## config.mk

```make
export PLATFORM = sky130hd
export DESIGN_NAME = rx_frame_ctrl
export DESIGN_NICKNAME = d
export VERILOG_FILES = /design/src/rtl/rx_frame_ctrl.sv
export SDC_FILE = /design/constraint.sdc
export NUM_CORES = 1
export LEC_CHECK = 0
export ABC_AREA = 1
export CAP_MARGIN = 20
export CORE_MARGIN = 2
export CORE_UTILIZATION = 57
export CTS_CLUSTER_DIAMETER = 40
export DETAILED_ROUTE_END_ITERATION = 8
export GPL_ROUTABILITY_DRIVEN = 0
export PLACE_DENSITY = 0.72
export SYNTH_ARGS = -nofsm -noshare
export SYNTH_HDL_FRONTEND = slang
export SYNTH_SLANG_ARGS = --single-unit
```

## constraint.sdc

```tcl
create_clock -name clk -period 2.9 [get_ports clk]
set_input_delay 0.58 -clock clk [delete_from_list [all_inputs] [get_ports clk]]
set_output_delay 0.58 -clock clk [all_outputs]
set_load 0.01 [all_outputs]
```

## src/rtl/rx_frame_ctrl.sv

```systemverilog
// rtl/rx_frame_ctrl.sv - UART byte-stream framer: sync, length, payload, XOR checksum, drain
module rx_frame_ctrl #(
  parameter logic [7:0] SYNC_BYTE = 8'hA5,
  parameter int         MAX_LEN   = 16,
  parameter int         TIMEOUT   = 4096
) (
  input  logic       clk,
  input  logic       rst,
  input  logic [7:0] word,
  input  logic       recieve_ready,
  output logic [7:0] out_data,
  output logic       out_valid,
  input  logic       out_ready,
  output logic       out_last,
  output logic       frame_ok,
  output logic       frame_err,
  output logic [1:0] err_code,
  output logic       busy
);

  localparam int LW = $clog2(MAX_LEN + 1);
  localparam int AW = $clog2(MAX_LEN);
  localparam int TW = $clog2(TIMEOUT);

  typedef enum logic [2:0] {IDLE, LEN, PAYLOAD, CSUM, DRAIN} state_t;

  state_t        state;
  logic          rr_q;
  logic [7:0]    buf_mem [MAX_LEN];
  logic [LW-1:0] len;
  logic [LW-1:0] wr_ptr;
  logic [LW-1:0] rd_ptr;
  logic [7:0]    xor_acc;
  logic [TW-1:0] tcnt;

  logic          byte_ev;
  logic          timed_out;
  logic          len_bad;
  logic [LW-1:0] last_idx;
  logic          abort;
  logic [1:0]    abort_code;

  assign byte_ev   = recieve_ready & ~rr_q;
  assign timed_out = (tcnt == TW'(TIMEOUT - 1));
  assign len_bad   = (word == 8'd0) || (int'(word) > MAX_LEN);
  assign last_idx  = len - LW'(1);

  assign busy      = (state != IDLE);
  assign out_valid = (state == DRAIN);
  assign out_last  = (state == DRAIN) && (rd_ptr == last_idx);
  assign out_data  = (state == DRAIN) ? buf_mem[rd_ptr[AW-1:0]] : 8'h00;

  // Everything that throws the frame away and returns to IDLE with an error
  always_comb begin
    abort      = 1'b0;
    abort_code = 2'd0;
    case (state)
      LEN: begin
        if (byte_ev) begin
          abort = len_bad;
        end else if (timed_out) begin
          abort      = 1'b1;
          abort_code = 2'd2;
        end
      end
      PAYLOAD: begin
        if (!byte_ev && timed_out) begin
          abort      = 1'b1;
          abort_code = 2'd2;
        end
      end
      CSUM: begin
        if (byte_ev) begin
          if (word != xor_acc) begin
            abort      = 1'b1;
            abort_code = 2'd1;
          end
        end else if (timed_out) begin
          abort      = 1'b1;
          abort_code = 2'd2;
        end
      end
      default: begin
        abort      = 1'b0;
        abort_code = 2'd0;
      end
    endcase
  end

  always_ff @(posedge clk) begin
    if (state == PAYLOAD && byte_ev) begin
      buf_mem[wr_ptr[AW-1:0]] <= word;
    end
  end

  always_ff @(posedge clk or negedge rst) begin
    if (!rst) begin
      state     <= IDLE;
      rr_q      <= 1'b0;
      len       <= '0;
      wr_ptr    <= '0;
      rd_ptr    <= '0;
      xor_acc   <= 8'h00;
      tcnt      <= '0;
      frame_ok  <= 1'b0;
      frame_err <= 1'b0;
      err_code  <= 2'd0;
    end else begin
      rr_q      <= recieve_ready;
      frame_ok  <= 1'b0;
      frame_err <= 1'b0;
      if (abort) begin
        frame_err <= 1'b1;
        err_code  <= abort_code;
        state     <= IDLE;
        wr_ptr    <= '0;
        rd_ptr    <= '0;
        tcnt      <= '0;
      end else begin
        case (state)
          IDLE: begin
            if (byte_ev && word == SYNC_BYTE) begin
              state  <= LEN;
              wr_ptr <= '0;
              rd_ptr <= '0;
              tcnt   <= '0;
            end
          end
          LEN: begin
            if (byte_ev) begin
              len     <= word[LW-1:0];
              xor_acc <= word;
              tcnt    <= '0;
              state   <= PAYLOAD;
            end else begin
              tcnt <= tcnt + 1'b1;
            end
          end
          PAYLOAD: begin
            if (byte_ev) begin
              xor_acc <= xor_acc ^ word;
              wr_ptr  <= wr_ptr + 1'b1;
              tcnt    <= '0;
              if (wr_ptr == last_idx) begin
                state <= CSUM;
              end
            end else begin
              tcnt <= tcnt + 1'b1;
            end
          end
          CSUM: begin
            if (byte_ev) begin
              frame_ok <= 1'b1;
              state    <= DRAIN;
            end else begin
              tcnt <= tcnt + 1'b1;
            end
          end
          DRAIN: begin
            // Incoming bytes cannot be stored while draining; report and keep going
            if (byte_ev) begin
              frame_err <= 1'b1;
              err_code  <= 2'd3;
            end
            if (out_ready) begin
              rd_ptr <= rd_ptr + 1'b1;
              if (rd_ptr == last_idx) begin
                state <= IDLE;
              end
            end
          end
          default: state <= IDLE;
        endcase
      end
    end
  end

endmodule
```

==> run metrics, run 1 <==
Critical R2R Capture state[1]$_DFFE_PN0P_; min Tclk post-route 2840 ps; DR iter-0 viols between 500 and 600; XOR/XNOR Fraction of Synth Area 1.46%; Rel. slew slack 59.9%; final hold violation count 0; GRT Util Overall 27.8%; Critical Path AT 2260 ps; Reg area a little under 5000 um2; setup violators final 0; Die Wd 121 um; area of the core 13,300 um2; CP Data Required Time approximately 2300 ps; P&R area growth vs syn 18.5%; fin. max-slew vios 0; max cap viols 0; Hold WC Path Type input pin to async pin; Setup Crit Path Kind register to primary output; Startpoint Class register; commonest non-fill, non-tap cell in the layout nand2_1; R2R Setup Slk 580 ps; Ys Warns 0; total grt overflow 0; Post-Syn Area 7780 um2; initial core utilization 58.6%; final wirelength 18,800 um; Worst Skew approximately 4.0 ps; clk root buf clkbuf_16; router iterations before antenna repair 6; area occupied by multi-input gates between 2000 and 3000 um2; number of global-route vias before repair 5,835; Clock Pin Slew Worst Setup and Hold Paths 60 ps; DRT antenna net count 0; WP buf/inv 3; number of flops mapped to enable cells by yosys 128; Leak ~3.6 nW; worst-path fanout max 22; floorplan die height 121 um; CP Cell Sequence buf_12, bufbuf_16, o21ai_0, o221ai_1, nand3_1, a31oi_1, dlygate4sd2_1; vias per cell 5.90; P per Cell Area 815 nW/um2; CP startpoint rd_ptr[0]$_DFFE_PN0P_; Mapped Nets 779; net count reported at finish 845; pre-CTS setup slack between 100 and 150 ps; VDD IR max ~0.0004 V; clk_lat worst skew 420 ps; post-synthesis mux area share 0%; cts hold-fix bufs 0; Final period util 98.0%; total negative setup slack 0 ps; layout cells sized above 1 between 10% and 20%; Max Fclk approximately 350 MHz; complex-gate fraction of the synthesized area between 10% and 20%; Rows 42; cts bufs inserted 17; flops & latches, synth 171; reg2reg start rd_ptr[0]$_DFFE_PN0P_; final core area utilization a little over two thirds; initial antenna violation count 0; routed vias ~6,000; Critical Path Max Stage Delay approximately 450 ps; CTS Buffer Depth 2; fillcell total 975; H-tree Lvls 4; Async SR Flop Fraction 25.1%; cells after synthesis 760; Distinct cells, synth 38; clock sinks 171; Buffers on Ports 26; IO Count 27; most frequent cells in the layout 151 x nand2_1, 128 x edfxtp_1, 109 x nor2_1, 84 x o21ai_0, 50 x inv_1; Reg2Reg Depth 12; dpl hpwl 12,100 um; largest net degree at the start of global routing 44; Slowest cell on crit path dfrtp_2; family with the most delay on the worst path buffers and inverters; diode count 0; CP endpoint kind primary output; Post-Synth Simple-Gate Area 17.5%; register area share after synthesis 63.2%; full die area 14,600 um2; worst setup margin 57.6 ps; WL/cell 18.6 um; global-route wire length before repair 30,400 um; post-synthesis adder-cell area fraction under 10%; largest family of logic cells by synthesized area simple AND/OR/NAND/NOR gates; # DRC 0; dominant synthesized flop cell edfxtp_1; TritonCTS clock tree done; Worst Tran Pin Value 601 ps; outcome complete, no violations; Mean Syn Cell Area just over 10 um2
## per-layer routing
| metal | GRT usage (%) | part of all wire (%) | vias to the layer above |
|---|---|---|---|
| met4 | 11.9 | 2.5 | 0 |
| met3 | 4.37 | 7.8 | 42 |
| li1 | - | - | 2780 |
| met5 | 0 | 0 | - |
| met2 | 44.7 | 49 | 292 |
| met1 | 38.0 | 41 | 2875 |
## sequential cells by signal (all words and copies together), names as in the netlist
| register | cells |
|---|---|
| state | 3 |
| wr_ptr | 5 |
| len | 5 |
| err_code | 2 |
| buf_mem | 128 |
| rr_q | 1 |
| frame_err | 1 |
| tcnt | 12 |
| rd_ptr | 5 |
| frame_ok | 1 |
| xor_acc | 8 |
## metrics by stage
step           area [um2]  total power, mW  hold slack, ps  cells
6_report             9230             7.52             146   1015
5_1_grt              9230             7.95             178   1015
4_1_cts              9170             7.49             347   1012
3_5_place_dp         8490             5.27             502    977
3_3_place_gp         8490             5.19             478    977
2_1_floorplan        7780             4.54             284    760
## kinds of logic (layout without fill, tap and decap cells)
group                    Yosys count  in the layout
AND/OR/NAND/NOR                  319            319
buffers and inverters             87            166
flip-flops                       171            171
AO/OA/AOI/OAI                    163            163
XOR/XNOR                          13             13
adder cells (fa/ha/maj)            7              7
## worst max path at each step
stage | cells after the start | end | slack [ps]
2_1_floorplan | 7 | out_data[2] | 740
3_3_place_gp | 11 | out_last | 190
3_5_place_dp | 11 | tcnt[2]$_DFFE_PN0P_ | 120
4_1_cts | 11 | out_last | 40
5_1_grt | 11 | out_last | -1
6_report | 7 | out_data[5] | 60
## report_power, final
part | internal, mW | total, mW | switching, mW
sequential | 2.83 | 3.01 | 0.175
clock | 1.18 | 2.10 | 0.924
combinational | 0.873 | 2.41 | 1.54
total | 4.89 | 7.52 | 2.64
## synth_stat cells, drive strengths merged, types with 2 or more instances
cell,instances,area [um2]
nand2,160,633
edfxtp,128,3840
nor2,115,454
o21ai,94,474
inv,55,206
dfrtp,43,1080
clkbuf,27,101
nand3,25,145
o22ai,20,125
o211ai,12,90.1
o221ai,12,105
a31oi,9,56.3
nand4,8,50.1
nor3,8,56.3
ha,7,87.6
o31ai,7,52.6
xor2,7,61.3
a21oi,6,41.3
xnor2,6,52.6
buf,4,26.3
o21bai,2,15.0
## repair_timing
| item | CTS | global route |
|---|---|---|
| setup buffers | 1 | 2 |
| setup endpoints to repair | 9 | 3 |
| gates cloned | 2 | 0 |
| pin swaps | 6 | 0 |
| gates resized for setup | 25 | 3 |
| endpoints found under the hold margin | 0 | 0 |
## layout make-up
class,count,area share (%)
Multi-Input combinational cell,502,27.7
Clock buffer,18,4.65
Tap cell,176,2.39
Clock inverter,14,1.30
Sequential cell,171,53.3
Inverter,56,2.35
Timing Repair Buffer,78,8.31
(Power assumes the default switching activity.)
==> run 2, diff against run 1 <==
Settings changed: CAP_MARGIN 20 to unset, CORE_UTILIZATION 57 to 40, PLACE_DENSITY 0.72 to 0.53.
Clock period 2.9 ns to 3 ns, I/O delays scaled along.
==> run 2 against run 1 <==
Against the previous run: first-iteration DRC count down 27%; global-route usage down 7.9 points; total power down 2.7%; register-to-register slack better by 290 ps; clock skew increased by 8.3 ps; clock-buffer cell count is the same; die area up 41%; critical path type unchanged; critical endpoint is now out_data[4].
==> run metrics, run 2 (synthesis gave the netlist of run 1 again) <==
Critical R2R Capture buf_mem[1][3]$_DFFE_PP_; H-tree Lvls 4 (unchanged); clk_lat worst skew 440 ps (+20 ps); area of the core 19,300 um2 (+45%); Rows 51 (+21%); post-route cell area 9210 um2 (-0.20%); Clk pwr share 30.1% (+2.1 points); total grt overflow 0 (unchanged); full die area 20,600 um2 (+41%); net count reported at finish 839 (-0.71%); cts hold-fix bufs 0 (unchanged); routed vias 5,732 (-4.3%); most frequent cells in the layout 151 x nand2_1, 128 x edfxtp_1, 110 x nor2_1, 85 x o21ai_0, 51 x inv_1; DP Area 8600 um2 (+1.3%); Max Fclk 355 MHz; fillcell total 1,823 (+87%); initial core utilization 40.4% (-18 points); Sw Share 35.5% (+0.45 points); Die Wd 144 um (+19%); IO Count 27 (unchanged); outcome complete, no violations; DRT antenna net count 0 (unchanged); Final period util roughly 94%; diode count 0 (unchanged); commonest non-fill, non-tap cell in the layout nand2_1; worst-path fanout max 20 (-9.1%); max cap viols 0 (unchanged); dpl hpwl 13,200 um (+9.0%); Leak 3.53 nW (-1.1%); Comb pwr share 30.4% (-1.6 points); Critical Path AT 2220 ps (-40 ps); P per Cell Area 795 nW/um2 (-2.5%); final hold violation count 0 (unchanged); max reg flops 128 (unchanged); final wirelength 19,400 um (+3.0%); TritonCTS clock tree done; reg2reg start state[2]$_DFFE_PN0P_; Reg2Reg Depth 6 (-6); Setup Crit Path Kind register to primary output; area occupied by multi-input gates 2530 um2 (-0.83%); clk root buf clkbuf_16; DR iter-0 viols 408 (-27%); P&R area growth vs syn 18.3%; CTS Buffer Depth 2 (unchanged); Startpoint Class register; layout cells sized above 1 13.0% (-0.86 points); # DRC 0 (unchanged); GRT Util Overall 19.9% (-7.9 points); setup violators final 0 (unchanged); router iterations before antenna repair 5 (-1); R2R Setup Slk 870 ps (+290 ps); sw power 2.60 mW (-1.4%); vias per cell 5.22 (-12%); Hold WC Path Type input pin to async pin; Clock Pin Slew Worst Setup and Hold Paths 70 ps (about the same); Seq pwr share 39.6% (-0.4 points); min Tclk post-route 2820 ps; VDD IR max 0.000443 V (+8.0%); floorplan die height 144 um (+19%); Placed Cells 1,064 (+8.9%); initial antenna violation count 0 (unchanged); global-route wire length before repair 30,600 um (+0.75%); fin. max-slew vios 0 (unchanged); Worst Skew 12.4 ps (+8.34 ps); Reg area 4920 um2 (unchanged); largest net degree at the start of global routing 48 (+9.1%); WL/cell 17.7 um (-4.8%); CP endpoint kind primary output; Rel. slew slack 54.1% (-5.8 points); number of global-route vias before repair 5,625 (-3.6%); clock sinks 171 (unchanged); Cell Int Power 4.72 mW (-3.4%); Buffers on Ports 26 (unchanged); CP Data Required Time 2400 ps (+80 ps); cts bufs inserted 17 (unchanged); Worst Tran Pin Value 689 ps (+87.7 ps); fin cells 1,098 (+8.2%)
-- run 2: cell types whose count changed in the layout (fill, tap and decap cells not counted), sizes merged --
cell | before | now
clkbuf | 18 | 19
buf | 51 | 47
clkinv | 8 | 6
bufbuf | 2 | 0
clkdlybuf4s15 | 1 | 0
bufinv | 1 | 2
clkinvlp | 4 | 1
inv | 57 | 61
-- run 2: how the worst max path moves through the flow --
stage,to,start,cells after the start,slack (ps)
detailed placement,out_last,len[0]$_DFFE_PN0P_,11,260
floorplan,out_data[2],rd_ptr[0]$_DFFE_PN0P_,7,820
global route,out_last,len[0]$_DFFE_PN0P_,11,-10
CTS,out_last,len[0]$_DFFE_PN0P_,11,50
finish,out_data[4],rd_ptr[0]$_DFFE_PN0P_,7,180
global placement,out_last,len[0]$_DFFE_PN0P_,11,220
-- run 2: power groups by stage --
stage / clock network [mW] / logic (mW) / registers, mW
after floorplan: 0 / 1.49 / 2.90
after global placement: 0 / 2.18 / 2.93
after detailed placement: 0 / 2.21 / 2.94
after CTS: 2.24 / 2.23 / 2.89
after global routing: 2.34 / 2.51 / 2.92
final: 2.20 / 2.22 / 2.90
-- run 2: timing repair --
action	4_1_cts	5_1_grt
pin swaps	7	0
buffers inserted	0	2
resized for setup	13	3
endpoints found under the setup margin	9	2
-- run 2: layout make-up --
type,count,area share (%)
Sequential cell,171,53.4
Multi-Input combinational cell,502,27.5
Tap cell,265,3.60
Timing Repair Buffer,72,6.79
Clock buffer,18,4.66
Inverter,56,2.28
Clock inverter,14,1.73
-- run 2: per-layer routing --
| layer | vias up | GRT usage [%] | share of wire, % |
|---|---|---|---|
| met4 | 0 | 7.38 | 1.7 |
| met1 | 2831 | 27.7 | 47 |
| li1 | 2764 | - | - |
| met2 | 112 | 31.8 | 48 |
| met3 | 25 | 2.97 | 3.6 |
| met5 | - | 0 | 0 |
-- run 2: through the flow --
stage	power (mW)	util (%)	setup WS [ps]	setup TNS, ps	hold WS, ps
2_1_floorplan	4.39	-	820	0	304
3_3_place_gp	5.12	44.6	218	0	492
3_5_place_dp	5.15	44.6	261	0	502
4_1_cts	7.36	47.7	50.6	0	231
5_1_grt	7.76	47.8	-13.7	-13.7	251
6_report	7.32	47.8	183	0	203
-- run 2: critical path, stage by stage, from the launching register on --
cell	delay [ps]
dfrtp_2	450
inv_2	110
buf_8	170
o21ai_0	90
o221ai_1	220
nand3_1	210
a31oi_2	230
dlygate4sd2_1	290
==> run 3, diff against run 2 <==
Settings changed: MAX_ROUTING_LAYER set to met4, SLEW_MARGIN set to 20.
==> run 3 against run 2 <==
Against the previous run: sequential share of layout area is the same; maximum frequency hardly changed; sequential cell count did not move; setup slack better by 1.6 ps; register-to-register slack about the same; design area unchanged; core utilization unchanged; die area unchanged; sequential power is essentially flat; critical path depth unchanged; combinational power is essentially flat; global-route usage up 0.62 points; critical path type unchanged; critical endpoint unchanged; largest cell class unchanged; highest routed layer unchanged.
==> run metrics, run 3 (synthesis gave the netlist of run 1 again) <==
Max Fclk 355 MHz (about the same); Hold WC Path Type input pin to async pin; clock sinks 171 (unchanged); min Tclk post-route 2820 ps (-1.57 ps); worst-path fanout max 20 (unchanged); # DRC 0 (unchanged); wire length on met1 9210 um (+0.71%); P&R area growth vs syn 18.3% (unchanged); hold slack 208 ps (+4.95 ps); Startpoint Class register; CP endpoint kind primary output; router iterations before antenna repair 5 (unchanged); fillcell total 1,823 (unchanged); Critical Path AT 2220 ps (about the same); cts bufs inserted 17 (unchanged); H-tree Lvls 4 (unchanged); GRT Util Overall 20.5% (+0.62 points); met2 wire length 9140 um (-1.0%); DRT antenna net count 0 (unchanged); clk_lat worst skew 430 ps (about the same); CP Cell Sequence inv_2, buf_8, o21ai_0, o221ai_1, nand3_1, a31oi_2, dlygate4sd2_1; Worst Tran Pin Value 692 ps (+3.31 ps); Setup Crit Path Kind register to primary output; final wirelength 19,400 um (-0.23%); initial antenna violation count 0 (unchanged); initial core utilization 40.4% (unchanged); number of global-route vias before repair 5,640 (+0.27%); net count reported at finish 839 (unchanged); CP Data Required Time 2400 ps (about the same); VDD IR max 0.000438 V (-1.2%); dpl hpwl 13,200 um (unchanged); area occupied by multi-input gates 2530 um2 (unchanged); routed vias 5,706 (-0.45%); clk root buf clkbuf_16; setup violators final 0 (unchanged); DR iter-0 viols 375 (-8.1%); post-route cell area 9210 um2 (unchanged); Rows 51 (unchanged); largest net degree at the start of global routing 48 (unchanged); Critical Path Max Stage Delay 460 ps (about the same); TritonCTS clock tree done; Rel. slew slack 53.8% (-0.22 points); WL/cell 17.6 um (-0.23%); Final period util 93.9% (about the same); WL met3 637 um (-7.8%); Total Power 7.31 mW (about the same); Reg area 4920 um2 (unchanged); IO Count 27 (unchanged); diode count 0 (unchanged); Leak 3.53 nW (unchanged); max cap viols 0 (unchanged); max reg flops 128 (unchanged); total negative setup slack 0 ps (unchanged); Max Used Layer met4; Buffers on Ports 26 (unchanged); Clock Pin Slew Worst Setup and Hold Paths 70 ps (about the same); CTS Buffer Depth 2 (unchanged); Die Wd 144 um (unchanged); DP Area 8600 um2 (unchanged); full die area 20,600 um2 (unchanged); WP buf/inv 3 (unchanged); commonest non-fill, non-tap cell in the layout nand2_1; fin. max-slew vios 0 (unchanged); final hold violation count 0 (unchanged); area of the core 19,300 um2 (unchanged); total grt overflow 0 (unchanged); Worst Skew 13.3 ps (+0.908 ps); family with the most delay on the worst path buffers and inverters; global-route wire length before repair 30,600 um (about the same); vias per cell 5.20 (-0.45%); outcome complete, no violations; final core area utilization 47.8% (unchanged); most frequent cells in the layout 151 x nand2_1, 128 x edfxtp_1, 110 x nor2_1, 85 x o21ai_0, 51 x inv_1; P per Cell Area 794 nW/um2 (about the same); Slowest cell on crit path dfrtp_2; layout cells sized above 1 13.0% (unchanged); floorplan die height 144 um (unchanged)
-- run 3: final timing paths --
kind / start / end / slack, ps / depth (start not counted)
worst max-delay path: rd_ptr[0]$_DFFE_PN0P_ / out_data[4] / 180 / 7
worst min-delay path: rst / tcnt[0]$_DFFE_PN0P_ / 210 / 1
worst min register to register: len[1]$_DFFE_PN0P_ / len[1]$_DFFE_PN0P_ / 500 / 2
min in group clk: len[1]$_DFFE_PN0P_ / len[1]$_DFFE_PN0P_ / 500 / 2
worst max register to register: state[2]$_DFFE_PN0P_ / buf_mem[1][3]$_DFFE_PP_ / 880 / 6
max in group asynchronous: rst / state[2]$_DFFE_PN0P_ / 2100 / 2
-- run 3: metrics by stage --
stage | setup slack (ps) | std cells
floorplan | 820 | 760
global placement | 218 | 1064
detailed placement | 261 | 1064
CTS | 50.6 | 1096
global route | -14.8 | 1098
finish | 184 | 1098
-- run 3: timing repair --
item                                    4_1_cts  5_1_grt
hold buffers                                  0        0
setup buffers                                 0        2
gates resized for setup                      13        3
pin swaps                                     7        0
endpoints found under the setup margin        9        2
-- run 3: worst register-to-register path, cell delays in order, from the launching register on --
cell and delay (ps):
dfrtp_1 430, nor2_1 200, nand2_1 110, nor2_1 350, nand2_1 240, nor2_1 260, buf_4 230
-- run 3: final cells by class --
class | count | area share [%]
clock inverters | 14 | 1.73
inverters | 56 | 2.28
clock buffers | 18 | 4.66
repair buffers | 72 | 6.79
flip-flops and latches | 171 | 53.4
multi-input cells | 502 | 27.5
well taps | 265 | 3.60
-- run 3: power by group --
| part | total [mW] | internal [mW] | switching [mW] |
|---|---|---|---|
| logic | 2.22 | 0.740 | 1.48 |
| clock network | 2.20 | 1.25 | 0.950 |
| registers | 2.90 | 2.74 | 0.160 |
-- run 3: metal layers --
layer  track usage (%)  vias to the layer above
li1                  -                     2762
met1              27.8                     2810
met2              31.8                      106
met3              2.97                       28
met4              7.38                        0
met5                 -                        -
